File: src/rtl/serial_subtractor.sv
// serial_subtractor
//   Bit-serial unsigned subtractor. On an accepted start it computes
//   diff = (a - b - bI) mod 2^WIDTH and bO = borrow out of the MSB. It
//   processes one bit per clock, LSB first, then pulses done for one cycle.
//
// Ports
//   clk    in   rising-edge clock
//   rst_n  in   synchronous active-low reset
//   start  in   begin a subtraction (only looked at while idle)
//   a, b   in   WIDTH-bit unsigned minuend / subtrahend, captured on accept
//   bI     in   borrow-in, captured on accept
//   diff   out  WIDTH-bit result, valid with done and held until next accept
//   bO     out  final borrow, valid with diff
//   busy   out  high while bits are being processed
//   done   out  one-cycle pulse when diff/bO become valid
module serial_subtractor #(
  parameter int WIDTH = 8
) (
  input  logic             clk,
  input  logic             rst_n,
  input  logic             start,
  input  logic [WIDTH-1:0] a,
  input  logic [WIDTH-1:0] b,
  input  logic             bI,
  output logic [WIDTH-1:0] diff,
  output logic             bO,
  output logic             busy,
  output logic             done
);

  // Counter holds 0..WIDTH, so it never wraps during an operation.
  localparam int CW = $clog2(WIDTH + 1);
  localparam logic [CW-1:0] LAST_BIT = CW'(WIDTH - 1);

  typedef enum logic [1:0] {
    IDLE  = 2'd0,
    SHIFT = 2'd1,
    DONE  = 2'd2
  } state_t;

  state_t           state_q, state_d;
  logic [WIDTH-1:0] a_q, a_d;
  logic [WIDTH-1:0] b_q, b_d;
  logic             br_q, br_d;
  logic [CW-1:0]    cnt_q, cnt_d;
  logic [WIDTH-1:0] diff_q, diff_d;
  logic             bo_q, bo_d;
  logic             busy_q, busy_d;
  logic             done_q, done_d;

  // One full-subtractor stage on the current LSBs.
  logic d_bit;
  logic br_next;

  always_comb begin
    d_bit   = a_q[0] ^ b_q[0] ^ br_q;
    br_next = (~a_q[0] & (b_q[0] | br_q)) | (b_q[0] & br_q);
  end

  always_comb begin
    state_d = state_q;
    a_d     = a_q;
    b_d     = b_q;
    br_d    = br_q;
    cnt_d   = cnt_q;
    diff_d  = diff_q;
    bo_d    = bo_q;
    busy_d  = 1'b0;
    done_d  = 1'b0;

    case (state_q)
      IDLE: begin
        if (start) begin
          a_d     = a;
          b_d     = b;
          br_d    = bI;
          cnt_d   = '0;
          state_d = SHIFT;
          busy_d  = 1'b1;
        end
      end

      SHIFT: begin
        // New bit enters at the MSB; after WIDTH shifts bit 0 lands at diff[0].
        diff_d             = diff_q >> 1;
        diff_d[WIDTH-1]    = d_bit;
        a_d                = a_q >> 1;
        b_d                = b_q >> 1;
        br_d               = br_next;
        cnt_d              = cnt_q + CW'(1);
        if (cnt_q == LAST_BIT) begin
          bo_d    = br_next;
          state_d = DONE;
          done_d  = 1'b1;
        end else begin
          busy_d  = 1'b1;
        end
      end

      DONE: begin
        state_d = IDLE;
      end

      default: begin
        state_d = IDLE;
      end
    endcase
  end

  always_ff @(posedge clk) begin
    if (!rst_n) begin
      state_q <= IDLE;
      a_q     <= '0;
      b_q     <= '0;
      br_q    <= 1'b0;
      cnt_q   <= '0;
      diff_q  <= '0;
      bo_q    <= 1'b0;
      busy_q  <= 1'b0;
      done_q  <= 1'b0;
    end else begin
      state_q <= state_d;
      a_q     <= a_d;
      b_q     <= b_d;
      br_q    <= br_d;
      cnt_q   <= cnt_d;
      diff_q  <= diff_d;
      bo_q    <= bo_d;
      busy_q  <= busy_d;
      done_q  <= done_d;
    end
  end

  assign diff = diff_q;
  assign bO   = bo_q;
  assign busy = busy_q;
  assign done = done_q;

endmodule

File: config.mk
export PLATFORM = sky130hd
export DESIGN_NAME = serial_subtractor
export DESIGN_NICKNAME = d
export VERILOG_FILES = /design/src/rtl/serial_subtractor.sv
export SDC_FILE = /design/constraint.sdc
export NUM_CORES = 1
export LEC_CHECK = 0
export CAP_MARGIN = 20
export CORE_AREA = 2 2 63 65
export DETAILED_ROUTE_END_ITERATION = 10
export DIE_AREA = 0 0 65 67
export HOLD_SLACK_MARGIN = 0.12
export PLACE_DENSITY = 0.62
export SYNTH_ARGS = -nofsm -noshare
export SYNTH_HDL_FRONTEND = slang
export SYNTH_SLANG_ARGS = --single-unit
File: constraint.sdc
create_clock -name clk -period 1.6 [get_ports clk]
set_input_delay 0.16 -clock clk [delete_from_list [all_inputs] [get_ports clk]]
set_output_delay 0.16 -clock clk [all_outputs]
set_load 0.1 [all_outputs]
==> impl_metrics.env, run 1 <==
export IMPL_cts_buffers=5
export IMPL_rsz0062_at_grt="no"
export IMPL_cts_sinks=34
export IMPL_status="finished clean"
export IMPL_slew_viol_final=0
export IMPL_postCtsSetupRepairBufs=0
export IMPL_insertion_delay_ns=0.28
export IMPL_n_antenna_cell=0
export IMPL_root_buffer="clkbuf_8"
export IMPL_criticalPathCategory="reg -> reg"
export IMPL_pwr_share_comb=0.150
export IMPL_final_cells=244
export IMPL_fin_tns_setup_ns=0
export IMPL_fin_crit_sh=0.761
export IMPL_layout_setup_ws_ns=0.383
export IMPL_clk_pin_slew_ns=0.06
export IMPL_netSwitchingFraction=0.255
export IMPL_overflow=0
export IMPL_ant_nets=0
export IMPL_numPortBuffers=30
export IMPL_ys_warnings_count=0
export IMPL_hold_viol_final=0
export IMPL_worstMarginPinSlew_ns=0.296
export IMPL_seq_area_frac_synth=0.487
export IMPL_drc=0
export IMPL_reg2reg_slack_ns=0.38
export IMPL_crit_path_start_kind="flop"
export IMPL_max_freq_ghz=0.821
export IMPL_synthesis_instances=163
export IMPL_p_sw_mw=0.468
export IMPL_grtUsageTotal=0.150
export IMPL_powerDensity_nw_per_um2=949
export IMPL_vias=1206
export IMPL_synth_area_per_cell_um2=8.57
export IMPL_nets=217
export IMPL_synth_cell_area_um2=1400
export IMPL_cts_tree="yes"
export IMPL_holdWs_ns=0.422
export IMPL_wl_mm=2.86
export IMPL_worst_ep_arrival_time_ns=1.44
export IMPL_detail_route_wl_per_cell_um=11.7
export IMPL_min_delay_path_class="in -> reg"
export IMPL_design_area_um2=1930
export IMPL_synth_fp_nets=185
export IMPL_clockBufferDepth=2
export IMPL_die_area_um2=4360
export IMPL_ctsResizeCount=0
export IMPL_cp_max_fo=18
export IMPL_grt_pass1_vias=1183
export IMPL_p_int_mw=1.37
export IMPL_yosys_register_bits=34
export IMPL_dpl_worst_slack_ns=0.164
export IMPL_die_y_um=67
export IMPL_dp_hpwl_mm=2.06
export IMPL_maxSlewHeadroom=0.802
export IMPL_grt_pass1_wl_mm=5.00
export IMPL_synth_edf_count=0
export IMPL_cp_required_ns=1.82
export IMPL_first_pass_iters=7
export IMPL_antenna_found_initial=0
export IMPL_peakVddDrop_mv=0.509
export IMPL_p_seq_frac=0.503
export IMPL_via_per_inst=4.94
export IMPL_start_util=0.387
export IMPL_worstSetupEndpointType="flop"
export IMPL_post_dp_cell_area_um2=1840
export IMPL_core_area_um2=3610
export IMPL_synth_flop_cell="dfxtp_1"
export IMPL_rows=22
export IMPL_clock_skew_final_ns=0.00439
export IMPL_async_reset_ff_frac=0
export IMPL_syn_to_final_growth_pct=38.4
export IMPL_synth_distinct_cells=30
export IMPL_timing_max_cap_violations=0
export IMPL_leakage_nw=0.757
export IMPL_finalCriticalPeriod_ns=1.22
export IMPL_cts_hold_buf=0
export IMPL_io_pins=31
export IMPL_htreeDepth=2
export IMPL_dp_cells=236
export IMPL_power_share_clock=0.347
export IMPL_finalSetupViolations=0
export IMPL_drive_gt1_frac=0.133
export IMPL_grt_max_degree=22
export IMPL_place_congestion=0.790
export IMPL_die_w_um=65
export IMPL_drt_initial_drc_count=37
[placed cells by master, fill, tap and decap left out, types with 2 or more instances in the layout]
cell	n
clkbuf_8	6
nand2_1	33
nor2b_1	2
and4b_1	2
buf_4	7
nor2_1	2
o21ai_0	15
clkdlybuf4s50_1	19
a22oi_1	3
buf_12	11
a21oi_1	31
and2_1	3
nor3_1	2
nand3_1	2
inv_1	2
mux2i_1	2
dfxtp_1	34
a21boi_1	7
[routing by layer]
metal  GRT usage  routed length [µm]  up-vias
met1       0.156                1240      545
met2       0.281                1450       34
met5           0                   0        -
met3      0.0355                 122        4
li1            -                   -      623
met4      0.0745                  44        0
[critical path, stage by stage, from the launching register on]
cell	delay [ns]
dfxtp_1	0.40
nor2b_1	0.21
buf_4	0.26
a21oi_1	0.09
and3b_1	0.20
[registers in the layout, summed over array words and instances, names as in the netlist]
name     count
a_q          8
bO           1
b_q          8
br_q         1
busy         1
cnt_q        4
diff         8
done         1
state_q      2
[synth_stat cells, drive strengths merged (2+ instances only)]
cell type,number,share of area
dfxtp,34,0.49
nand2,33,0.089
a21oi,31,0.11
o21ai,15,0.054
buf,8,0.044
a21boi,7,0.038
clkbuf,4,0.012
a22oi,3,0.016
and2,3,0.013
and4b,2,0.014
inv,2,0.0054
mux2i,2,0.014
nand3,2,0.0072
nor2,2,0.0054
nor2b,2,0.0090
nor3,2,0.0072
[stage by stage]
stage / utilization / total power [mW]
3_3_place_gp: 0.511 / 1.21
5_1_grt: 0.536 / 1.93
4_1_cts: 0.536 / 1.86
6_report: 0.536 / 1.83
2_1_floorplan: - / 1.11
3_5_place_dp: 0.511 / 1.22
[layout make-up]
| class | count | area, µm² |
|---|---|---|
| clock buffers | 7 | 86.3 |
| multi-input cells | 115 | 631 |
| fillers | 347 | 1670 |
| well taps | 48 | 60.1 |
| inverters | 2 | 7.51 |
| flip-flops and latches | 34 | 681 |
| repair buffers | 37 | 463 |
| clock inverters | 1 | 5.00 |
[path summary, 6_finish.rpt]
check                           startpoint        to  depth (start not counted)
worst max-delay path            state_q[0]  cnt_q[2]                          4
worst min-delay path                  b[3]    b_q[3]                          3
worst max register to register  state_q[0]  cnt_q[2]                          4
worst min register to register     diff[0]   diff[0]                          2
[power groups by stage]
stage	sequential (mW)	clock [mW]	combinational, mW
6_report	0.922	0.637	0.275
5_1_grt	0.927	0.693	0.306
4_1_cts	0.922	0.658	0.278
3_5_place_dp	0.940	0	0.277
3_3_place_gp	0.938	0	0.273
2_1_floorplan	0.973	0	0.139
[kinds of logic (layout without fill, tap and decap cells)]
group | after synthesis | after routing | synth area share
adder cells (fa/ha/maj) | 2 | 2 | 0.0233
AND/OR/NAND/NOR | 50 | 50 | 0.166
multiplexers | 2 | 2 | 0.0143
buffers and inverters | 14 | 47 | 0.0609
AO/OA/AOI/OAI | 61 | 61 | 0.248
flip-flops | 34 | 34 | 0.487
No activity file was read; power rests on OpenSTA's default activity.
==> inputs of run 2 (changes only) <==
PLACE_DENSITY = 0.65   (was 0.62)
clock period = 1.05 ns   (was 1.6 ns; I/O delays follow)
==> impl_metrics.env, run 2 (synthesis gave the netlist of run 1 again) <==
export IMPL_drc=0
export IMPL_status="finished, violations left"
export IMPL_r2r_cells=4
export IMPL_max_freq_ghz=0.888
export IMPL_ant_nets=0
export IMPL_hold_end="b_q[6]"
export IMPL_layout_setup_ws_ns=-0.0761
export IMPL_n_antenna_cell=0
export IMPL_worstSetupEndpointType="flop"
export IMPL_io_pins=31
export IMPL_fin_crit_sh=1.07
export IMPL_overflow=0
export IMPL_violations="negative setup slack"
export IMPL_syn_to_final_growth_pct=53.6
export IMPL_finalSetupViolations=23
export IMPL_rsz0062_at_grt="yes"
export IMPL_top_layer="met4"
export IMPL_timing_max_cap_violations=0
export IMPL_finalCriticalPeriod_ns=1.13
export IMPL_first_pass_iters=4
export IMPL_cts_buffers=5
export IMPL_reg2reg_slack_ns=-0.08
export IMPL_worstMarginPinSlew_ns=0.259
export IMPL_htreeDepth=2
export IMPL_wl_mm=3.22
export IMPL_insertion_delay_ns=0.28
export IMPL_clock_skew_final_ns=0.00543
export IMPL_drt_initial_drc_count=20
export IMPL_dr_wl_met2_mm=1.62
export IMPL_min_delay_path_class="in -> reg"
export IMPL_crit_path_start_kind="flop"
export IMPL_timing_rr_start="state_q[0]"
export IMPL_met1Wirelength_mm=1.34
export IMPL_r2r_end="cnt_q[3]"
export IMPL_core_area_um2=3610
export IMPL_dpl_worst_slack_ns=-0.295
export IMPL_grtUsageTotal=0.154
export IMPL_start_util=0.387
export IMPL_cp_required_ns=1.27
export IMPL_cts_tree="yes"
export IMPL_power_total_mw=2.90
export IMPL_criticalPathCategory="reg -> reg"
export IMPL_cts_sinks=34
export IMPL_nets=223
export IMPL_via_per_inst=5.13
export IMPL_dp_hpwl_mm=2.10
export IMPL_wl_met3_um=190
export IMPL_die_w_um=65
export IMPL_place_congestion=0.775
export IMPL_antenna_found_initial=0
export IMPL_postLayoutCoreUtil=0.595
export IMPL_hp_start="b[6]"
export IMPL_peakVddDrop_mv=0.662
export IMPL_slew_viol_final=0
export IMPL_powerDensity_nw_per_um2=1350
export IMPL_grt_pass1_wl_mm=5.09
export IMPL_detail_route_wl_per_cell_um=12.9
export IMPL_vias=1283
export IMPL_layout_commonest_cell="nand2_1"
export IMPL_root_buffer="clkbuf_8"
export IMPL_maxSlewHeadroom=0.827
export IMPL_hold_viol_final=0
export IMPL_leakage_nw=0.834
export IMPL_grt_pass1_vias=1200
export IMPL_drive_gt1_frac=0.292
export IMPL_clk_pin_slew_ns=0.07
export IMPL_n_fill_cell=306
export IMPL_clockBufferDepth=2
export IMPL_die_area_um2=4360
export IMPL_rows=22
export IMPL_grt_max_degree=30
export IMPL_die_y_um=67
export IMPL_whs_path_depth=3
export IMPL_worst_ep_arrival_time_ns=1.34
export IMPL_cp_max_fo=10
export IMPL_numPortBuffers=30
export IMPL_final_cell_mix="nand2_1 (33), a21oi_1 (28), dfxtp_1 (20)"
[run 2: power by group]
part           total [mW]  switching (mW)  internal [mW]  leakage (nW)
Clock               0.981           0.452          0.528        0.0482
Sequential           1.41          0.0519           1.36         0.286
Combinational       0.511           0.256          0.256         0.500
[run 2: repair_timing]
item | CTS | global route
hold buffers | 0 | 0
resized for setup | 17 | 8
buffers inserted | 0 | 0
gates cloned | 1 | 2
pin swaps | 3 | 6
setup endpoints to repair | 32 | 33
[run 2: worst max path at each step]
stage	end	cells past startpoint	start
after floorplan	diff[7]	3	br_q
after global placement	cnt_q[2]	4	start
after detailed placement	cnt_q[2]	4	start
after CTS	diff[7]	3	br_q
after global routing	cnt_q[3]	4	state_q[0]
final	cnt_q[3]	4	state_q[0]
[run 2: routing by layer]
| layer | vias up | global-route usage |
|---|---|---|
| met5 | - | 0 |
| met4 | 0 | 0.0771 |
| met1 | 599 | 0.161 |
| li1 | 636 | - |
| met2 | 41 | 0.273 |
| met3 | 7 | 0.0557 |
[run 2: worst max-delay path: stages, from the launching register on]
cell and delay [ns]:
dfxtp_4 0.38, o21bai_4 0.26, clkbuf_16 0.22, nand2_1 0.05
a31oi_1 0.15
[run 2: final cells by class]
class,instances,area [µm²],share of cell area
multi-input combinational,115,711,0.331
clock inverter,1,5.00,0.00233
clock buffer,7,86.3,0.0403
sequential,34,703,0.328
inverter,2,7.51,0.00350
timing repair buffer,43,572,0.267
tap,48,60.1,0.0280
[run 2: through the flow]
step | setup TNS [ns] | cell area [µm²] | cells | hold WS [ns]
after CTS | -0.348 | 2060 | 248 | 0.364
after global placement | -3.99 | 1900 | 239 | 0.462
after global routing | -2.49 | 2140 | 250 | 0.375
after detailed placement | -4.97 | 1900 | 239 | 0.465
final | -0.895 | 2140 | 250 | 0.366
after floorplan | -0.104 | 1410 | 163 | 0.232
==> inputs of run 3 (changes only) <==
CTS_CLUSTER_DIAMETER = 30   (was not set)
GPL_TIMING_DRIVEN = 0   (was not set)
PLACE_DENSITY = 0.62   (was 0.65)
clock period = 1.1 ns   (was 1.05 ns; I/O delays follow)
==> impl_metrics.env, run 3 (synthesis gave the netlist of run 1 again) <==
export IMPL_status="finished, violations left"
export IMPL_violations="negative setup slack"
export IMPL_layout_commonest_cell="nand2_1"
export IMPL_cp_max_fo=8
export IMPL_first_pass_iters=4
export IMPL_syn_to_final_growth_pct=51.5
export IMPL_criticalPathCategory="reg -> reg"
export IMPL_core_area_um2=3610
export IMPL_rows=22
export IMPL_vias=1284
export IMPL_dpl_worst_slack_ns=-0.477
export IMPL_timing_rr_start="state_q[0]"
export IMPL_cp_startpoint="state_q[0]"
export IMPL_die_area_um2=4360
export IMPL_cts_buffers=5
export IMPL_numPortBuffers=30
export IMPL_fin_tns_setup_ns=-0.566
export IMPL_via_per_inst=5.02
export IMPL_drc=0
export IMPL_die_y_um=67
export IMPL_fin_crit_sh=1.11
export IMPL_worst_ep_arrival_time_ns=1.42
export IMPL_grt_pass1_vias=1263
export IMPL_ant_nets=0
export IMPL_slew_viol_final=0
export IMPL_detail_route_wl_per_cell_um=14.2
export IMPL_worstSetupEndpointType="flop"
export IMPL_timing_max_cap_violations=0
export IMPL_wl_mm=3.64
export IMPL_rsz0062_at_grt="yes"
export IMPL_multi_input_area_um2=786
export IMPL_place_congestion=0.806
export IMPL_finalCriticalPeriod_ns=1.22
export IMPL_max_freq_ghz=0.823
export IMPL_min_delay_path_class="in -> reg"
export IMPL_htreeDepth=2
export IMPL_cp_required_ns=1.30
export IMPL_layout_setup_ws_ns=-0.116
export IMPL_drt_initial_drc_count=93
export IMPL_grt_pass1_wl_mm=5.57
export IMPL_worstMarginPinSlew_ns=0.389
export IMPL_antenna_found_initial=0
export IMPL_io_pins=31
export IMPL_hold_viol_final=0
export IMPL_reg2reg_slack_ns=-0.12
export IMPL_postLayoutCoreUtil=0.587
export IMPL_grt_max_degree=11
export IMPL_holdWs_ns=0.379
export IMPL_peakVddDrop_mv=1.02
export IMPL_clock_skew_final_ns=0.00825
export IMPL_die_w_um=65
export IMPL_cts_tree="yes"
export IMPL_cts_sinks=34
export IMPL_maxSlewHeadroom=0.740
export IMPL_start_util=0.387
export IMPL_clockBufferDepth=2
export IMPL_final_cell_mix="nand2_1 (33), dfxtp_1 (21), clkdlybuf4s50_1 (19)"
export IMPL_hp_start="a[0]"
export IMPL_clk_pin_slew_ns=0.07
export IMPL_crit_path_start_kind="flop"
export IMPL_finalSetupViolations=18
export IMPL_overflow=0
export IMPL_n_fill_cell=320
export IMPL_nets=229
export IMPL_leakage_nw=0.832
export IMPL_powerDensity_nw_per_um2=1340
export IMPL_insertion_delay_ns=0.28
export IMPL_slowest_delay_ns=0.38
export IMPL_dp_hpwl_mm=2.29
export IMPL_cpMaxStageDelayCell="dfxtp_4"
export IMPL_regArea_um2=702
export IMPL_n_antenna_cell=0
export IMPL_worstPathCellList="nor2b_4 > buf_6 > and4b_2 > mux2i_1"
export IMPL_drive_gt1_frac=0.389
export IMPL_grtUsageTotal=0.172
export IMPL_root_buffer="clkbuf_8"
## run 3: cell count changes in the layout (fill, tap and decap cells not counted), sizes merged
cell	delta
clkbuf	+2
buf	+4
## run 3: layout make-up
type,instances,share of cell area
Buffer,11,0.0526
Clock buffer,7,0.0408
Clock inverter,1,0.00237
Inverter,2,0.00355
Multi-Input combinational cell,115,0.371
Sequential cell,34,0.332
Tap cell,48,0.0284
Timing Repair Buffer,38,0.169
## run 3: metrics by stage
step | cell area, µm² | cells | power [mW]
floorplan | 1410 | 163 | 1.62
finish | 2120 | 256 | 2.83
global placement | 1770 | 241 | 1.76
detailed placement | 1770 | 241 | 1.77
CTS | 1920 | 252 | 2.74
global route | 2120 | 256 | 2.98
## run 3: worst max-delay path: cells and delay by family, from the launching register on
family        cells  cell delay (ns)
simple gates      2             0.42
flops             1             0.38
mux               1             0.18
buf+inv           1             0.15
## run 3: worst paths after layout
| check | depth (start not counted) | endpoint |
|---|---|---|
| worst max register to register | 4 | bO |
| worst min-delay path | 3 | a_q[0] |
| worst max-delay path | 4 | bO |
| worst min register to register | 2 | diff[1] |
## run 3: metal layers
layer	GRT usage	part of all wire	vias to the layer above
met5	0	0	-
met4	0.0798	0.017	0
met3	0.0507	0.051	4
met2	0.291	0.50	33
met1	0.201	0.43	601
li1	-	-	646
## run 3: where the power goes
| part | internal (mW) | switching [mW] |
|---|---|---|
| sequential | 1.30 | 0.0545 |
| clock | 0.504 | 0.418 |
| combinational | 0.260 | 0.291 |
## run 3: timing repair
item,4_1_cts,5_1_grt
setup buffers,3,2
pin swaps,1,22
gates resized for setup,88,57
hold buffers,0,0
cloned,0,3
endpoints found under the setup margin,39,31
